<file path="config.mk">
export PLATFORM = sky130hd
export DESIGN_NAME = instr_fifo_pair
export DESIGN_NICKNAME = d
export VERILOG_FILES = /design/src/rtl/instr_fifo_pair.sv
export SDC_FILE = /design/constraint.sdc
export NUM_CORES = 1
export LEC_CHECK = 0
export CAP_MARGIN = 30
export CORE_MARGIN = 3
export CORE_UTILIZATION = 50
export CTS_CLUSTER_DIAMETER = 120
export DETAILED_ROUTE_END_ITERATION = 6
export DONT_BUFFER_PORTS = 1
export PLACE_DENSITY = 0.74
export SETUP_SLACK_MARGIN = 0.15
export SLEW_MARGIN = 25
export SYNTH_ARGS = -nofsm -noshare
export SYNTH_HDL_FRONTEND = slang
export SYNTH_SLANG_ARGS = --single-unit
</file>
<file path="constraint.sdc">
create_clock -name clk -period 11.8 [get_ports clk]
set_input_delay 1.77 -clock clk [delete_from_list [all_inputs] [get_ports clk]]
set_output_delay 1.77 -clock clk [all_outputs]
set_load 0.02 [all_outputs]
</file>
<file path="src/rtl/instr_fifo_pair.sv">
// Pair of first-word-fall-through instruction FIFOs fed from one arbiter output.
// Define FIFO_ERR_STICKY_EN to add sticky drop/conflict error flags.

module instr_fifo_lane #(
    parameter int DEPTH = 8,
    parameter int WIDTH = 32
) (
    input  logic                     clk,
    input  logic                     reset,
    input  logic                     push_req,
    input  logic [WIDTH-1:0]         din,
    input  logic                     ready,
    output logic [WIDTH-1:0]         dout,
    output logic                     valid,
    output logic                     full,
    output logic [$clog2(DEPTH):0]   count
);
    localparam int AW = $clog2(DEPTH);
    localparam logic [AW:0] FULL_CNT = (AW+1)'(DEPTH);
    localparam logic [AW:0] ONE_CNT  = (AW+1)'(1);

    logic [WIDTH-1:0] mem [DEPTH];
    logic [AW-1:0]    wp, rp;
    logic             do_push, do_pop;

    // Push qualification uses the pre-pop count, so a full FIFO drops even while popping.
    assign full    = (count == FULL_CNT);
    assign valid   = (count != '0);
    assign do_push = push_req && !full;
    assign do_pop  = valid && ready;
    assign dout    = mem[rp];

    always_ff @(posedge clk) begin
        if (do_push && !reset)
            mem[wp] <= din;
    end

    always_ff @(posedge clk or posedge reset) begin
        if (reset) begin
            wp    <= '0;
            rp    <= '0;
            count <= '0;
        end else begin
            if (do_push) wp <= wp + AW'(1);
            if (do_pop)  rp <= rp + AW'(1);
            case ({do_push, do_pop})
                2'b10:   count <= count + ONE_CNT;
                2'b01:   count <= count - ONE_CNT;
                default: count <= count;
            endcase
        end
    end
endmodule

module instr_fifo_pair #(
    parameter int DEPTH = 8,
    parameter int WIDTH = 32
) (
    input  logic                   clk,
    input  logic                   reset,
    input  logic [WIDTH-1:0]       instr,
    input  logic                   FIFO_1_en,
    input  logic                   FIFO_2_en,
    output logic [WIDTH-1:0]       lane1_instr,
    output logic                   lane1_valid,
    input  logic                   lane1_ready,
    output logic [WIDTH-1:0]       lane2_instr,
    output logic                   lane2_valid,
    input  logic                   lane2_ready,
    output logic                   fifo1_full,
    output logic                   fifo2_full,
    output logic [$clog2(DEPTH):0] fifo1_count,
    output logic [$clog2(DEPTH):0] fifo2_count,
    output logic                   fifo1_err,
    output logic                   fifo2_err
);
    localparam int NUM_LANES = 2;
    localparam int CW        = $clog2(DEPTH) + 1;

    logic [NUM_LANES-1:0]            push_req, lane_ready, lane_valid, lane_full;
    logic [NUM_LANES-1:0][WIDTH-1:0] lane_instr;
    logic [NUM_LANES-1:0][CW-1:0]    lane_count;

    // FIFO 1 wins when both enables are raised.
    assign push_req   = {FIFO_2_en & ~FIFO_1_en, FIFO_1_en};
    assign lane_ready = {lane2_ready, lane1_ready};

    for (genvar g = 0; g < NUM_LANES; g++) begin : g_lane
        instr_fifo_lane #(.DEPTH(DEPTH), .WIDTH(WIDTH)) u_lane (
            .clk      (clk),
            .reset    (reset),
            .push_req (push_req[g]),
            .din      (instr),
            .ready    (lane_ready[g]),
            .dout     (lane_instr[g]),
            .valid    (lane_valid[g]),
            .full     (lane_full[g]),
            .count    (lane_count[g])
        );
    end

    assign lane1_instr = lane_instr[0];
    assign lane2_instr = lane_instr[1];
    assign lane1_valid = lane_valid[0];
    assign lane2_valid = lane_valid[1];
    assign fifo1_full  = lane_full[0];
    assign fifo2_full  = lane_full[1];
    assign fifo1_count = lane_count[0];
    assign fifo2_count = lane_count[1];

`ifdef FIFO_ERR_STICKY_EN
    logic [NUM_LANES-1:0] err_q;
    logic                 conflict;

    assign conflict = FIFO_1_en & FIFO_2_en;

    always_ff @(posedge clk or posedge reset) begin
        if (reset)
            err_q <= '0;
        else
            err_q <= err_q | (push_req & lane_full) | {conflict, 1'b0};
    end

    assign fifo1_err = err_q[0];
    assign fifo2_err = err_q[1];
`else
    assign fifo1_err = 1'b0;
    assign fifo2_err = 1'b0;
`endif
endmodule
</file>
=== After elaboration in Yosys (flattened, before gate mapping) ===
Memories as Yosys holds them, arrays and structs flattened.
Index checks and enable logic that the tools add are counted.

* Multiplexer cells: 6
* Equality and inequality tests: 6
* Reduce and logical (&&, ||, !) cells: 13
* Bitwise gates (word level): 2
* Add/subtract/negate cells: 8

{| class="wikitable"
|+ Operators by type and width
! cell !! count
|-
| case mux 4 bit (2 select lines) || 2
|-
| adder 3 x 1 -> 3 bit (second input constant) || 4
|-
| adder 4 x 1 -> 4 bit (second input constant) || 2
|-
| == test 4 bit (second input constant) || 2
|-
| nonzero test 4 bit || 2
|-
| subtractor 4 x 1 -> 4 bit (second input constant) || 2
|-
| logical AND 1 bit || 6
|-
| == test 2 x 1 -> 1 bit (second input constant) || 2
|-
| == test 2 bit (second input constant) || 2
|-
| 2-to-1 mux 1 bit || 4
|-
| nonzero test 2 bit || 2
|-
| logical NOT 1 bit || 3
|-
| AND 1 bit || 1
|-
| NOT 1 bit || 1
|}

* Bits of input ports: 38
* Register bits: 20
* Memories kept: 2
* Output and inout bits: 78
* RAM bits: 512
* Word-level logic and storage cells: 43

{| class="wikitable"
|+ Memory list
! memory !! words !! width !! rd ports !! clocked after Yosys merged registers in !! write ports !! RTL line !! RTL
|-
| g_lane[0].u_lane.mem || 8 || 32 || 1 || 0 || 1 || 22 || <nowiki>logic [WIDTH-1:0] mem [DEPTH];</nowiki>
|-
| g_lane[1].u_lane.mem || 8 || 32 || 1 || 0 || 1 || 22 ||
|}

=== Longest topological paths before layout ===
* Depth after elaboration: 6
* Mapped depth: 8
* Gate-level depth less buffers: 8

=== Hierarchy ===
From an unflattened synthesis, not the netlist that was laid out.

* Cells, all modules: 878
* Area total of the unflattened synthesis: 20787.4 um^2

{| class="wikitable"
|+ By module, submodules not included
! module !! times used !! area an instance (um^2) !! cells each !! sequential area each (um^2)
|-
| instr_fifo_lane || 2 || 10377.5 || 437 || 7937.6
|-
| instr_fifo_pair || 1 || 32.5 || 4 || 0.0
|}

=== Worst setup path before layout ===
Ideal clock, no wire load.

* Kind: input port to flip-flop
* From: in reset
* To: mem g_lane[0].u_lane.mem[0][0] (enable)
* Arrival: 5.247 ns
* Stages: 2
* Slack: 6.040 ns
* Setup time: 0.513 ns
* Required time: 11.287 ns
* Cells stage by stage: nor2_1 > nor4b_1

* Longest elaborated chain between the ends: 4

{| class="wikitable"
|+ Ends and longest elaborated chain
! element !! RTL line !! RTL
|-
| start: declaration || 60 || <nowiki>input logic reset,</nowiki>
|-
| logical NOT 1 bit || 34 || <nowiki>if (do_push && !reset)</nowiki>
|-
| logical AND 1 bit || 34 ||
|-
| 2-to-1 mux 1 bit || 34 ||
|-
| 2-to-1 mux 1 bit (not written as such) || 35 || <nowiki>mem[wp] <= din;</nowiki>
|-
| end: declaration || 22 ||
|}

No other way between the ends.

=== Final worst setup path ===
* From: reg g_lane[0].u_lane.rp[0]
* To: out lane1_instr[16]

* Longest elaborated chain between the ends: 1

{| class="wikitable"
|+ Ends and longest elaborated chain
! element !! RTL line !! RTL
|-
| start: declaration || 23 || <nowiki>logic [AW-1:0] wp, rp;</nowiki>
|-
| start signal: assignment || 45 || <nowiki>if (do_pop) rp <= rp + AW'(1);</nowiki>
|-
| memory (8 x 32 bit) || n/a ||
|-
| end: declaration || 64 || <nowiki>output logic [WIDTH-1:0] lane1_instr,</nowiki>
|}

No other way between the ends.

==> results_dict.tcl <==
set metrics [dict create \
    area_growth_pct 11.7 \
    detail-route-antenna-nets 0 \
    crit_path_end_kind "primary output" \
    worstMarginPinSlew_ns 0.966 \
    reg2regPathDepth 8 \
    cp-start-kind "register" \
    p_leak_uw 0.00744 \
    holdPathStages 1 \
    dieArea_sq_um 44000 \
    clock_sinks 532 \
    final_area_sq_um 23200 \
    synth_fa_ha_area_share_pct 0.795 \
    cts_tree "done" \
    crit_type "reg -> out" \
    syn-instance-count 877 \
    post_cts_buffers 0 \
    holdWs_ns 0.525 \
    peakVddDrop_uv 154 \
    synth_mux_area_share_pct 18.7 \
    cts_hold_buf 0 \
    grt_max_degree 67 \
    clkLatencyLatePin_ns 0.56 \
    cts_resized 0 \
    maxSlewHeadroom_pct 35.6 \
    synth-simple-area-share_pct 1.48 \
    finalCriticalPeriod_ns 4.94 \
    nNetsFinal 968 \
    layout-drive-gt1-share_pct 29.0 \
    grt.total_usage_pct 18.4 \
    pre_cts_ws_ns 7.36 \
    viasPerCell 5.96 \
    syn_area_sq_um 20800 \
    first_pass_iters 5 \
    synth_ff_type "edfxtp_1" \
    place_hpwl_um 22000 \
    port_buffers 0 \
    hold_start "g_lane[1].u_lane.wp[0]" \
    drcViolationCount 0 \
    worstReg2RegEnd "g_lane[0].u_lane.count[3]" \
    setup_viol 0 \
    r2r-start "g_lane[0].u_lane.count[0]" \
    fmax_mhz 203 \
    max_cap_violations 0 \
    die_h_um 210 \
    antenna_found_initial 0 \
    start_util_pct 50.8 \
    core_area_sq_um 40900 \
    ys_types 39 \
    cp_max_fo 36 \
    rows 74 \
    first_global_vias 9510 \
    root_buffer "clkbuf_16" \
    die_w_um 210 \
    gp_congestion 0.710 \
    ios 116 \
    worst_slack_ns 6.86 \
    ys_seq_area_share_pct 76.4 \
    synth_xor_area_share_pct 0.506 \
    routedWlPerCell_um 26.7 \
    synth_enable_flop_cells 512 \
    yosysWarnings 0 \
    syn_avg_cell_area_sq_um 23.7 \
    rsz0062_at_grt "no" \
    grt_pass1_wl_um 60400 \
    placed_cell_area_sq_um 21500 \
    yosys_register_bits 532 \
    hold_viol 0 \
    status "complete, no violations" \
    finClkSkew_ns 0.0178 \
    synth_top_family_by_area "multiplexers" \
    cts_buffer_depth 3 \
    critical_path_required_ns 10.03 \
    clkSlewWorstSetupHoldPaths_ns 0.06 \
    utilization_pct 56.7 \
    synth_compound_area_share_pct 0.409 \
    slew_violations 0 \
    num_vias 8895 \
    ys_async_sr_fraction_pct 3.76 \
    routed_wirelength_um 39800 \
    gr-total-overflow 0 \
    diodes 0 \
    hold_path.class "reg -> reg" \
    finalSetupTns_ns 0 \
    power_density_nw_per_um2 236 \
    whs_endpoint "g_lane[1].u_lane.wp[0]" \
    htreeDepth 2 \
    numCtsBuffers 52 \
    min_period_over_period_pct 41.8 \
    layout_common_cells "edfxtp_1, mux4_2, mux2_2" \
    arrival_ns 3.17 \
    drt_iter0_drc 623 \
    regToRegSetupSlack_ns 8.59 \
    layout_commonest_cell "edfxtp_1" \
]
synthesized netlist by cell type (2+ instances only):
cell type	instances	area share [%]
o211ai_1	2	0.072
nor4_1	3	0.090
buf_8	4	0.29
nor3b_1	5	0.18
xor2_1	2	0.084
mux4_2	78	8.5
or4b_1	3	0.14
edfxtp_1	512	74
nor3_1	3	0.072
mux2_2	69	3.7
o21ai_0	2	0.048
buf_4	2	0.072
dfrtp_1	20	2.4
a21oi_1	4	0.096
buf_1	5	0.090
nand2_1	8	0.14
clkbuf_1	12	0.22
xnor2_1	10	0.42
buf_12	4	0.39
nor2_1	13	0.23
buf_2	9	0.22
mux4_1	50	6.3
mux2i_1	2	0.096
fa_1	2	0.19
buf_6	4	0.22
o311ai_0	2	0.084
a2111o_1	2	0.11
inv_1	13	0.23
nand3b_1	2	0.072
nand3_1	11	0.26
or4_1	2	0.072
ha_1	10	0.60
cells by family after synthesis:
group	count (synthesis)
flip-flops	532
buffers and inverters	53
multiplexers	200
XOR/XNOR	12
AND/OR/NAND/NOR	55
adder cells (fa/ha/maj)	12
AO/OA/AOI/OAI	12
other	1
worst max-delay path by stage:
stage / start / endpoint / slack [ns] / cells after the start
2_1_floorplan: reset / g_lane[0].u_lane.mem[0][0] / 6.04 / 2
3_5_place_dp: g_lane[0].u_lane.rp[0] / lane1_instr[16] / 7.36 / 3
5_1_grt: g_lane[0].u_lane.rp[0] / lane1_instr[16] / 6.67 / 3
4_1_cts: g_lane[0].u_lane.rp[0] / lane1_instr[16] / 6.76 / 3
6_report: g_lane[0].u_lane.rp[0] / lane1_instr[16] / 6.86 / 3
3_3_place_gp: g_lane[0].u_lane.rp[0] / lane1_instr[17] / 7.44 / 3
layer usage:
layer / share of wire, % / global-route usage, %
met5: 0 / 0
met4: 1.7 / 4.11
met3: 6.9 / 4.86
met2: 49 / 29.7
met1: 42 / 25.7
per-stage QoR:
step | total power [uW] | instances
3_3_place_gp | 3880 | 1394
6_report | 5480 | 1492
2_1_floorplan | 3620 | 878
5_1_grt | 5720 | 1492
3_5_place_dp | 3920 | 1395
4_1_cts | 5550 | 1491
critical path, cell delays in order, from the launching register on:
cell and delay [ns]:
dfrtp_4 0.86, buf_4 0.68, mux4_1 0.65, mux2_2 0.37
where the power goes:
part	switching, uW	internal [uW]
Clock	661	971
Combinational	766	651
Sequential	212	2220
cell type report:
| type | instances | area, sq um |
|---|---|---|
| Clock buffer | 58 | 1350 |
| Clock inverter | 38 | 365 |
| Fill cell | 2938 | 17700 |
| Inverter | 13 | 48.8 |
| Multi-Input combinational cell | 293 | 4660 |
| Sequential cell | 532 | 15900 |
| Tap cell | 532 | 666 |
| Timing Repair Buffer | 26 | 228 |
state kept, by name, indices dropped and copies added (netlist names):
register             count
g_lane.u_lane.count      8
g_lane.u_lane.mem      512
g_lane.u_lane.wp         6
g_lane.u_lane.rp         6
Note: power is estimated with default switching activity, not from simulation.
